==> config.mk <==
export PLATFORM = sky130hd
export DESIGN_NAME = uart_tx_fifo
export DESIGN_NICKNAME = d
export VERILOG_FILES = /design/src/rtl/uart_pkg.sv /design/src/rtl/uart_sync_fifo.sv /design/src/rtl/uart_tx_fifo.sv
export SDC_FILE = /design/constraint.sdc
export NUM_CORES = 1
export LEC_CHECK = 0
export CAP_MARGIN = 20
export CORE_AREA = 2 2 117 119
export CTS_BUF_LIST = sky130_fd_sc_hd__clkbuf_4
export CTS_CLUSTER_DIAMETER = 120
export DETAILED_ROUTE_END_ITERATION = 8
export DIE_AREA = 0 0 119 121
export PLACE_DENSITY_LB_ADDON = 0.2
export SLEW_MARGIN = 10
export SYNTH_ARGS = -nofsm -noshare
export SYNTH_HDL_FRONTEND = slang
export SYNTH_HIERARCHICAL = 1
export SYNTH_SLANG_ARGS = --single-unit
==> constraint.sdc <==
create_clock -name clk -period 3.8 [get_ports clk]
set_input_delay 0.38 -clock clk [delete_from_list [all_inputs] [get_ports clk]]
set_output_delay 0.38 -clock clk [all_outputs]
set_load 0.03 [all_outputs]
==> src/rtl/uart_pkg.sv <==
// uart_pkg: shared constants, FSM encoding and baud helpers
// for the buffered UART transmitter.
package uart_pkg;

  localparam int PAR_NONE = 0;
  localparam int PAR_ODD  = 1;
  localparam int PAR_EVEN = 2;

  typedef enum logic [2:0] {
    ST_IDLE,
    ST_START,
    ST_DATA,
    ST_PARITY,
    ST_STOP
  } tx_state_e;

  function automatic int bit_cnt_max(int clk_hz, int baud);
    return clk_hz / baud;
  endfunction

  // Counter holds 0..cnt_max-1.
  function automatic int bit_cnt_width(int cnt_max);
    return (cnt_max > 2) ? $clog2(cnt_max) : 1;
  endfunction

endpackage

==> src/rtl/uart_sync_fifo.sv <==
// uart_sync_fifo: single-clock show-ahead FIFO with level output;
// pushes while full and pops while empty are dropped.
module uart_sync_fifo #(
  parameter int WIDTH = 8,
  parameter int DEPTH = 16
) (
  input  logic                   clk,
  input  logic                   rst,
  input  logic                   push,
  input  logic [WIDTH-1:0]       wdata,
  input  logic                   pop,
  output logic [WIDTH-1:0]       rdata,
  output logic                   full,
  output logic                   empty,
  output logic [$clog2(DEPTH):0] level
);

  localparam int AW = $clog2(DEPTH);

  logic [WIDTH-1:0] mem_q [DEPTH];
  logic [AW-1:0]    wr_q, wr_d;
  logic [AW-1:0]    rd_q, rd_d;
  logic [AW:0]      cnt_q, cnt_d;
  logic             do_push, do_pop;

  assign full  = (cnt_q == (AW+1)'(DEPTH));
  assign empty = (cnt_q == '0);
  assign level = cnt_q;
  assign rdata = mem_q[rd_q];

  always_comb begin
    do_push = push && !full;
    do_pop  = pop && !empty;
    wr_d    = wr_q + AW'(do_push);
    rd_d    = rd_q + AW'(do_pop);
    cnt_d   = cnt_q + (AW+1)'(do_push)
                    - (AW+1)'(do_pop);
  end

  always_ff @(posedge clk or negedge rst) begin
    if (!rst) begin
      wr_q  <= '0;
      rd_q  <= '0;
      cnt_q <= '0;
    end else begin
      wr_q  <= wr_d;
      rd_q  <= rd_d;
      cnt_q <= cnt_d;
    end
  end

  always_ff @(posedge clk) begin
    if (do_push) mem_q[wr_q] <= wdata;
  end

endmodule

==> src/rtl/uart_tx_fifo.sv <==
// uart_tx_fifo: buffered LSB-first UART transmitter with
// configurable data bits, parity, stop bits and baud.
module uart_tx_fifo
  import uart_pkg::*;
#(
  parameter int CLK_FEQ    = 50_000_000,
  parameter int UART_BOT   = 115200,
  parameter int DATA_BITS  = 8,
  parameter int PARITY     = 0,
  parameter int STOP_BITS  = 1,
  parameter int FIFO_DEPTH = 16
) (
  input  logic                        clk,
  input  logic                        rst,
  input  logic [DATA_BITS-1:0]        data_in,
  input  logic                        data_in_valid,
  output logic                        data_in_ready,
  output logic                        uart_tx,
  output logic                        busy,
  output logic [$clog2(FIFO_DEPTH):0] fifo_level
);

  localparam int BIT_CNT_MAX = bit_cnt_max(CLK_FEQ, UART_BOT);
  localparam int CW = bit_cnt_width(BIT_CNT_MAX);
  localparam logic [CW-1:0] CNT_LAST = CW'(BIT_CNT_MAX - 1);
  localparam logic [3:0] DATA_LAST = 4'(DATA_BITS - 1);
  localparam logic [3:0] STOP_LAST = 4'(STOP_BITS - 1);

  tx_state_e            state_q, state_d;
  logic [CW-1:0]        cnt_q, cnt_d;
  logic [3:0]           bit_q, bit_d;
  logic [DATA_BITS-1:0] shift_q, shift_d;
  logic                 par_q, par_d;
  logic                 tx_q, tx_d;
  logic                 busy_q, busy_d;
  logic [DATA_BITS-1:0] fifo_rdata;
  logic                 fifo_full, fifo_empty;
  logic                 load, tick;

  uart_sync_fifo #(
    .WIDTH (DATA_BITS),
    .DEPTH (FIFO_DEPTH)
  ) u_fifo (
    .clk   (clk),
    .rst   (rst),
    .push  (data_in_valid),
    .wdata (data_in),
    .pop   (load),
    .rdata (fifo_rdata),
    .full  (fifo_full),
    .empty (fifo_empty),
    .level (fifo_level)
  );

  assign data_in_ready = !fifo_full;
  assign uart_tx       = tx_q;
  assign busy          = busy_q;
  assign tick          = (cnt_q == CNT_LAST);

  always_comb begin
    state_d = state_q;
    bit_d   = bit_q;
    shift_d = shift_q;
    par_d   = par_q;
    tx_d    = tx_q;
    busy_d  = busy_q;
    load    = 1'b0;
    cnt_d   = (state_q == ST_IDLE || tick) ?
              '0 : cnt_q + CW'(1);
    unique case (state_q)
      ST_IDLE: load = !fifo_empty;
      ST_START: begin
        if (tick) begin
          state_d = ST_DATA;
          bit_d   = '0;
          tx_d    = shift_q[0];
        end
      end
      ST_DATA: begin
        if (tick) begin
          if (bit_q == DATA_LAST) begin
            bit_d = '0;
            if (PARITY != PAR_NONE) begin
              state_d = ST_PARITY;
              tx_d    = par_q;
            end else begin
              state_d = ST_STOP;
              tx_d    = 1'b1;
            end
          end else begin
            bit_d   = bit_q + 4'd1;
            shift_d = shift_q >> 1;
            tx_d    = shift_q[1];
          end
        end
      end
      ST_PARITY: begin
        if (tick) begin
          state_d = ST_STOP;
          bit_d   = '0;
          tx_d    = 1'b1;
        end
      end
      ST_STOP: begin
        if (tick) begin
          if (bit_q != STOP_LAST) begin
            bit_d = bit_q + 4'd1;
          end else if (!fifo_empty) begin
            load = 1'b1;
          end else begin
            state_d = ST_IDLE;
            busy_d  = 1'b0;
          end
        end
      end
      default: state_d = ST_IDLE;
    endcase
    // Pop and start bit share one edge, so frames abut.
    if (load) begin
      state_d = ST_START;
      shift_d = fifo_rdata;
      par_d   = (PARITY == PAR_ODD) ?
                ~^fifo_rdata : ^fifo_rdata;
      tx_d    = 1'b0;
      busy_d  = 1'b1;
    end
  end

  always_ff @(posedge clk or negedge rst) begin
    if (!rst) begin
      state_q <= ST_IDLE;
      cnt_q   <= '0;
      bit_q   <= '0;
      shift_q <= '0;
      par_q   <= 1'b0;
      tx_q    <= 1'b1;
      busy_q  <= 1'b0;
    end else begin
      state_q <= state_d;
      cnt_q   <= cnt_d;
      bit_q   <= bit_d;
      shift_q <= shift_d;
      par_q   <= par_d;
      tx_q    <= tx_d;
      busy_q  <= busy_d;
    end
  end

endmodule

## After elaboration in Yosys (flattened, before gate mapping)

Memories as Yosys holds them, arrays and structs flattened.
Cells that the tools add are included.

- Bits in registers: 39
- Memory bits (writable): 128
- Bits of input ports: 11
- Output and inout port bits: 8
- Memories: 1

- Add/sub/neg operators: 6
- Eq/ne operators: 21
- Multiplexer cells: 37
- Reductions and logical operators: 20

Memories:

| memory | words | width | rd ports | clocked after Yosys merged registers in | wr ports | RTL line | RTL |
|---|---|---|---|---|---|---|---|
| u_fifo.mem_q | 16 | 8 | 1 | 0 | 1 | uart_sync_fifo.sv:20 | `logic [WIDTH-1:0] mem_q [DEPTH];` |

Operators with widths:

| cell | count |
|---|---|
| 2-to-1 mux 8 bit | 4 |
| 2-to-1 mux 3 bit | 8 |
| != test 3 x 2 -> 1 bit (second input constant) | 7 |
| 2-to-1 mux 4 bit | 5 |
| 2-to-1 mux 1 bit | 15 |
| one-hot mux 3 bit (5 select lines) | 1 |
| one-hot mux 4 bit (3 select lines) | 1 |
| adder 9 x 1 -> 9 bit (second input constant) | 1 |
| equality test 9 bit (second input constant) | 1 |
| 2-to-1 mux 9 bit | 1 |
| adder 4 x 1 -> 4 bit | 2 |
| != test 2 x 1 -> 1 bit (second input constant) | 4 |
| AND reduction 4 bit | 2 |
| AND reduction 8 bit | 1 |
| nonzero test 2 bit | 4 |
| nonzero test 4 bit | 2 |
| equality test 3 x 2 -> 1 bit (second input constant) | 2 |
| != test 2 bit (second input constant) | 3 |
| adder 5 x 1 -> 5 bit | 1 |
| equality test 5 bit (second input constant) | 1 |
| logical NOT 5 bit | 1 |
| AND reduction 5 bit | 1 |
| subtractor 5 x 1 -> 5 bit | 1 |
| adder 4 x 1 -> 4 bit (second input constant) | 1 |
| 12 further kinds | 14 |

## Longest topological paths before layout

- Depth after elaboration: 7
- Mapped depth: 16

## Hierarchy

The synthesis kept the hierarchy.

Modules (own cells, without submodules):

| module | times used | cells an instance | area an instance (um2) | seq. area each (um2) |
|---|---|---|---|---|
| uart_sync_fifo | 1 | 275 | 5654.2 | 4169.0 |
| uart_tx_fifo | 1 | 142 | 1455.1 | 651.9 |

## Worst setup path before layout

Ideal clock, no wire load.

- Path type: register to register
- Start point: register u_fifo.cnt_q[2], in the netlist u_fifo/level[2]
- End point: register u_fifo.cnt_q[4], in the netlist u_fifo/level[4]
- Arrival: 3.151 ns
- Path slack: 0.569 ns
- Stages on the path, launching flop included: 17
- Buffers on the path: 0
- Period minus slack after synthesis: 3.231 ns
- Path through: dfrtp_1 > inv_1 > ha_1 > nor4b_1 > nor3_1 > nand2_2 > clkinv_1 > nor2b_1 > ha_1 > inv_1 > ha_1 > inv_1 > fa_1 > inv_1 > a21oi_1 > o21bai_1 > xnor2_1

- Longest elaborated chain between the ends: 7
- Elaborated cells on any way between the ends: 12
- Those cells by class: 2 x add/sub; 1 x eq/ne; 4 x mux; 5 x reduce/logical

Ends and longest elaborated chain:

| what | RTL line | RTL |
|---|---|---|
| from (decl) | uart_sync_fifo.sv:23 | `logic [AW:0] cnt_q, cnt_d;` |
| from (signal assigned) | uart_sync_fifo.sv:48 | `cnt_q <= cnt_d;` |
| logical NOT 5 bit * | uart_sync_fifo.sv:27 | `assign empty = (cnt_q == '0);` |
| via fifo_empty | uart_tx_fifo.sv:37 | `logic fifo_full, fifo_empty;` |
| 2-to-1 mux 1 bit | uart_tx_fifo.sv:108 | `end else if (!fifo_empty) begin` |
| 2-to-1 mux 1 bit | uart_tx_fifo.sv:106 | `if (bit_q != STOP_LAST) begin` |
| 2-to-1 mux 1 bit | uart_tx_fifo.sv:105 | `if (tick) begin` |
| one-hot mux 1 bit (2 select lines) | uart_tx_fifo.sv:70 | `unique case (state_q)` |
| logical AND 1 bit * | uart_sync_fifo.sv:33 | `do_pop = pop && !empty;` |
| subtractor 5 x 1 -> 5 bit * | uart_sync_fifo.sv:37 | `- (AW+1)'(do_pop);` |
| via u_fifo.cnt_d[4] | uart_sync_fifo.sv:23 |  |

Mark *: on every way through the listed nets, which the timed path passes. The rest lies on a longest branch.
A chain may end at the register's enable or synchronous reset.

## Worst setup path in the final report

- Start point: register bit_q[0]
- End point: register u_fifo.cnt_q[4], in the netlist u_fifo/level[4]

- Longest elaborated chain between the ends: 6

Ends and longest elaborated chain:

| what | RTL line | RTL |
|---|---|---|
| from (decl) | uart_tx_fifo.sv:31 | `logic [3:0] bit_q, bit_d;` |
| from (signal assigned) | uart_tx_fifo.sv:141 | `bit_q <= bit_d;` |
| nonzero test 4 bit | uart_tx_fifo.sv:106 |  |
| 2-to-1 mux 1 bit | uart_tx_fifo.sv:106 |  |
| 2-to-1 mux 1 bit | uart_tx_fifo.sv:105 |  |
| one-hot mux 1 bit (2 select lines) | uart_tx_fifo.sv:70 |  |
| logical AND 1 bit | uart_sync_fifo.sv:33 |  |
| subtractor 5 x 1 -> 5 bit | uart_sync_fifo.sv:37 |  |
| via u_fifo.cnt_d[4] | uart_sync_fifo.sv:23 |  |

The timed path passes the listed nets, and every way through them passes these cells.

==> metrics <==
clock skew 0.0186 ns; HP Class in2async; Worst VDD drop 0.327 mV; post-CTS setup buffers 0; Setup CP Type reg2reg; Mapped Area 7110 µm²; share of cells above drive strength 1 roughly 14%; CP Capture Type register; initial core utilization a little over half; wire length per cell slightly above 20 µm; dpl hpwl 8530 µm; register bit total from synthesis 167; RSZ-0062 raised after global routing false; static leakage power 2.72 nW; initial antenna violation count 0; Clock Tree Root clkbuf_4; CORE AREA 13100 µm²; Worst setup SP type register; number of library cell types mapped by synthesis 57; Post-synth ARST share 23.4%; Final Hold Fails 0; Detail Route Antenna Nets 0; drt pass-1 iters 4; area grow syn2layout 8.57%; routability-driven placement congestion ratio 0.788; Inserted Diodes 0; pwr dens 500 nW/µm²; Final TNS setup 0 ns; Final Critical Period 3.40 ns; Die Y about 120 µm; row cnt 42; max_slew headroom 32.4%; vias in the first global route 3727; CTS tree done; IO Port Bufs 18; EDFF count, synth 128; fin worst setup slack 0.403 ns; Clock Path Buffers 2; GR Util All Layers 20.0%; post-layout utilization of the core 59.0%; Clock transition at path regs 0.14 ns; status completed; vias 3700; Data required, critical path 4.29 ns; WHS 0.470 ns; most common cell after layout, fill and taps aside edfxtp_1; top_reg_cell synth edfxtp_1; aggregate global routing overflow 0; IO Pins 19; Layout Nets 472; synthesized area per cell 17.0 µm²; DRC errors left 0; Final Power 3.86 mW; Least-Margin Pin Slew 1.01 ns; synthesized instance count about 420; final worst-path cycle share 89.4%; sequential share of the synthesized area 67.8%; final setup violation count 0; Die W 119 µm; clk_lat worst skew 0.57 ns; pre-CTS setup slack roughly 0.46 ns; Max H-tree Level 4; CTS buffer count 17; Final Max Tran Viols 0; largest net degree at the start of global routing 40; Yosys warnings 6; DRT Wirelength 13200 µm; die area approximately 14000 µm²; Syn Nets 443; Max Fclk 294 MHz; CP arrival roughly 3.9 ns; global-route wire length before repair 21100 µm; Max-cap violations 0; Sink Count approximately 170; commonest cells after routing, fill and taps aside 128 x edfxtp_1, 37 x dfrtp_1, 29 x nor2_1; Starting DRT DRC Count between 300 and 400; CP max FO 6; vias per cell 5.83
synth_stat cells, types with 2 or more instances:
cell type | number | share of area (%)
edfxtp_1 | 128 | 54
dfrtp_1 | 38 | 13
nand2_1 | 12 | 0.63
nand3_1 | 10 | 0.70
o21ai_0 | 12 | 0.84
or3b_4 | 2 | 0.32
buf_4 | 2 | 0.21
a22oi_1 | 16 | 1.7
o21bai_1 | 2 | 0.21
and2_1 | 3 | 0.26
buf_2 | 3 | 0.21
a21oi_1 | 7 | 0.49
nor3_1 | 6 | 0.42
inv_1 | 17 | 0.90
nor2_1 | 29 | 1.5
mux4_1 | 18 | 6.7
buf_6 | 4 | 0.63
xor2_1 | 6 | 0.74
o31ai_1 | 4 | 0.42
nand2b_1 | 7 | 0.62
nor2b_1 | 4 | 0.35
o211ai_1 | 2 | 0.21
a221o_1 | 2 | 0.28
clkbuf_1 | 6 | 0.32
ha_1 | 14 | 2.5
nand3b_1 | 4 | 0.42
mux2_1 | 6 | 0.95
xnor2_1 | 9 | 1.1
clkdlybuf4s25_2 | 3 | 0.42
mux4_2 | 14 | 4.4
kinds of logic (layout without fill, tap and decap cells):
kind of cell	after synthesis	in the layout	synth area share (%)
compound gates	52	52	5.12
xor+xnor	15	15	1.85
fa+ha+maj	15	15	2.75
buf+inv	36	78	2.75
flops	167	167	67.8
mux	39	39	12.2
simple gates	93	93	7.55
worst paths after layout:
| kind | start | endpoint | slack (ns) | cells past startpoint |
|---|---|---|---|---|
| worst min-delay path | rst | u_fifo/level[3]$_DFF_PN0_ | 0.47 | 2 |
| min in group clk | cnt_q[0]$_DFF_PN0_ | cnt_q[0]$_DFF_PN0_ | 0.52 | 1 |
| worst max-delay path | bit_q[0]$_DFFE_PN0P_ | u_fifo/level[4]$_DFF_PN0_ | 0.40 | 16 |
| worst min register to register | cnt_q[0]$_DFF_PN0_ | cnt_q[0]$_DFF_PN0_ | 0.52 | 1 |
| worst max register to register | bit_q[0]$_DFFE_PN0P_ | u_fifo/level[4]$_DFF_PN0_ | 0.40 | 16 |
| max in group asynchronous | rst | u_fifo/rd_q[0]$_DFF_PN0_ | 2.71 | 2 |
power by group:
part	switching (mW)	internal, mW	total (mW)
Combinational	0.364	0.249	0.613
Sequential	0.105	2.19	2.29
Clock	0.618	0.338	0.956
Total	1.09	2.78	3.86
timing repair:
item | 4_1_cts | 5_1_grt
setup endpoints to repair | 0 | 0
resized for setup | 0 | 0
hold buffers | 1 | 0
endpoints found under the hold margin | 38 | 0
worst max-delay path, stage by stage (launching register included):
cell	delay [ns]
dfrtp_1	0.45
inv_1	0.08
ha_1	0.13
or3b_4	0.41
o31ai_4	0.38
nand2_2	0.17
clkinv_1	0.16
nor2b_1	0.21
ha_1	0.25
inv_1	0.06
ha_1	0.15
inv_1	0.05
fa_1	0.39
inv_1	0.07
a21oi_1	0.06
o21bai_1	0.15
xnor2_1	0.13
final cells by class:
type	instances	area, µm²
clock buffers	18	135
clock inverters	14	125
fillers	991	5370
inverters	18	67.6
multi-input cells	214	2100
flip-flops and latches	167	4820
well taps	176	220
repair buffers	28	250
stage by stage:
stage	instances	instance area [µm²]
2_1_floorplan	417	7110
3_3_place_gp	601	7440
3_5_place_dp	601	7440
4_1_cts	634	7710
5_1_grt	635	7720
6_report	635	7720
state kept, by name (all words and copies together) (netlist names):
name / flops
u_fifo/mem_q: 128
u_fifo/wr_q: 4
bit_q: 4
uart_tx: 1
busy: 1
state_q: 3
cnt_q: 9
shift_q: 8
u_fifo/rd_q: 4
u_fifo/level: 5
routing by layer:
metal,wire [µm],track usage (%)
met3,607,4.56
met4,247,7.96
met2,6450,31.0
met1,5850,27.9
met5,0,0
No activity file was read; power rests on OpenSTA's default activity.
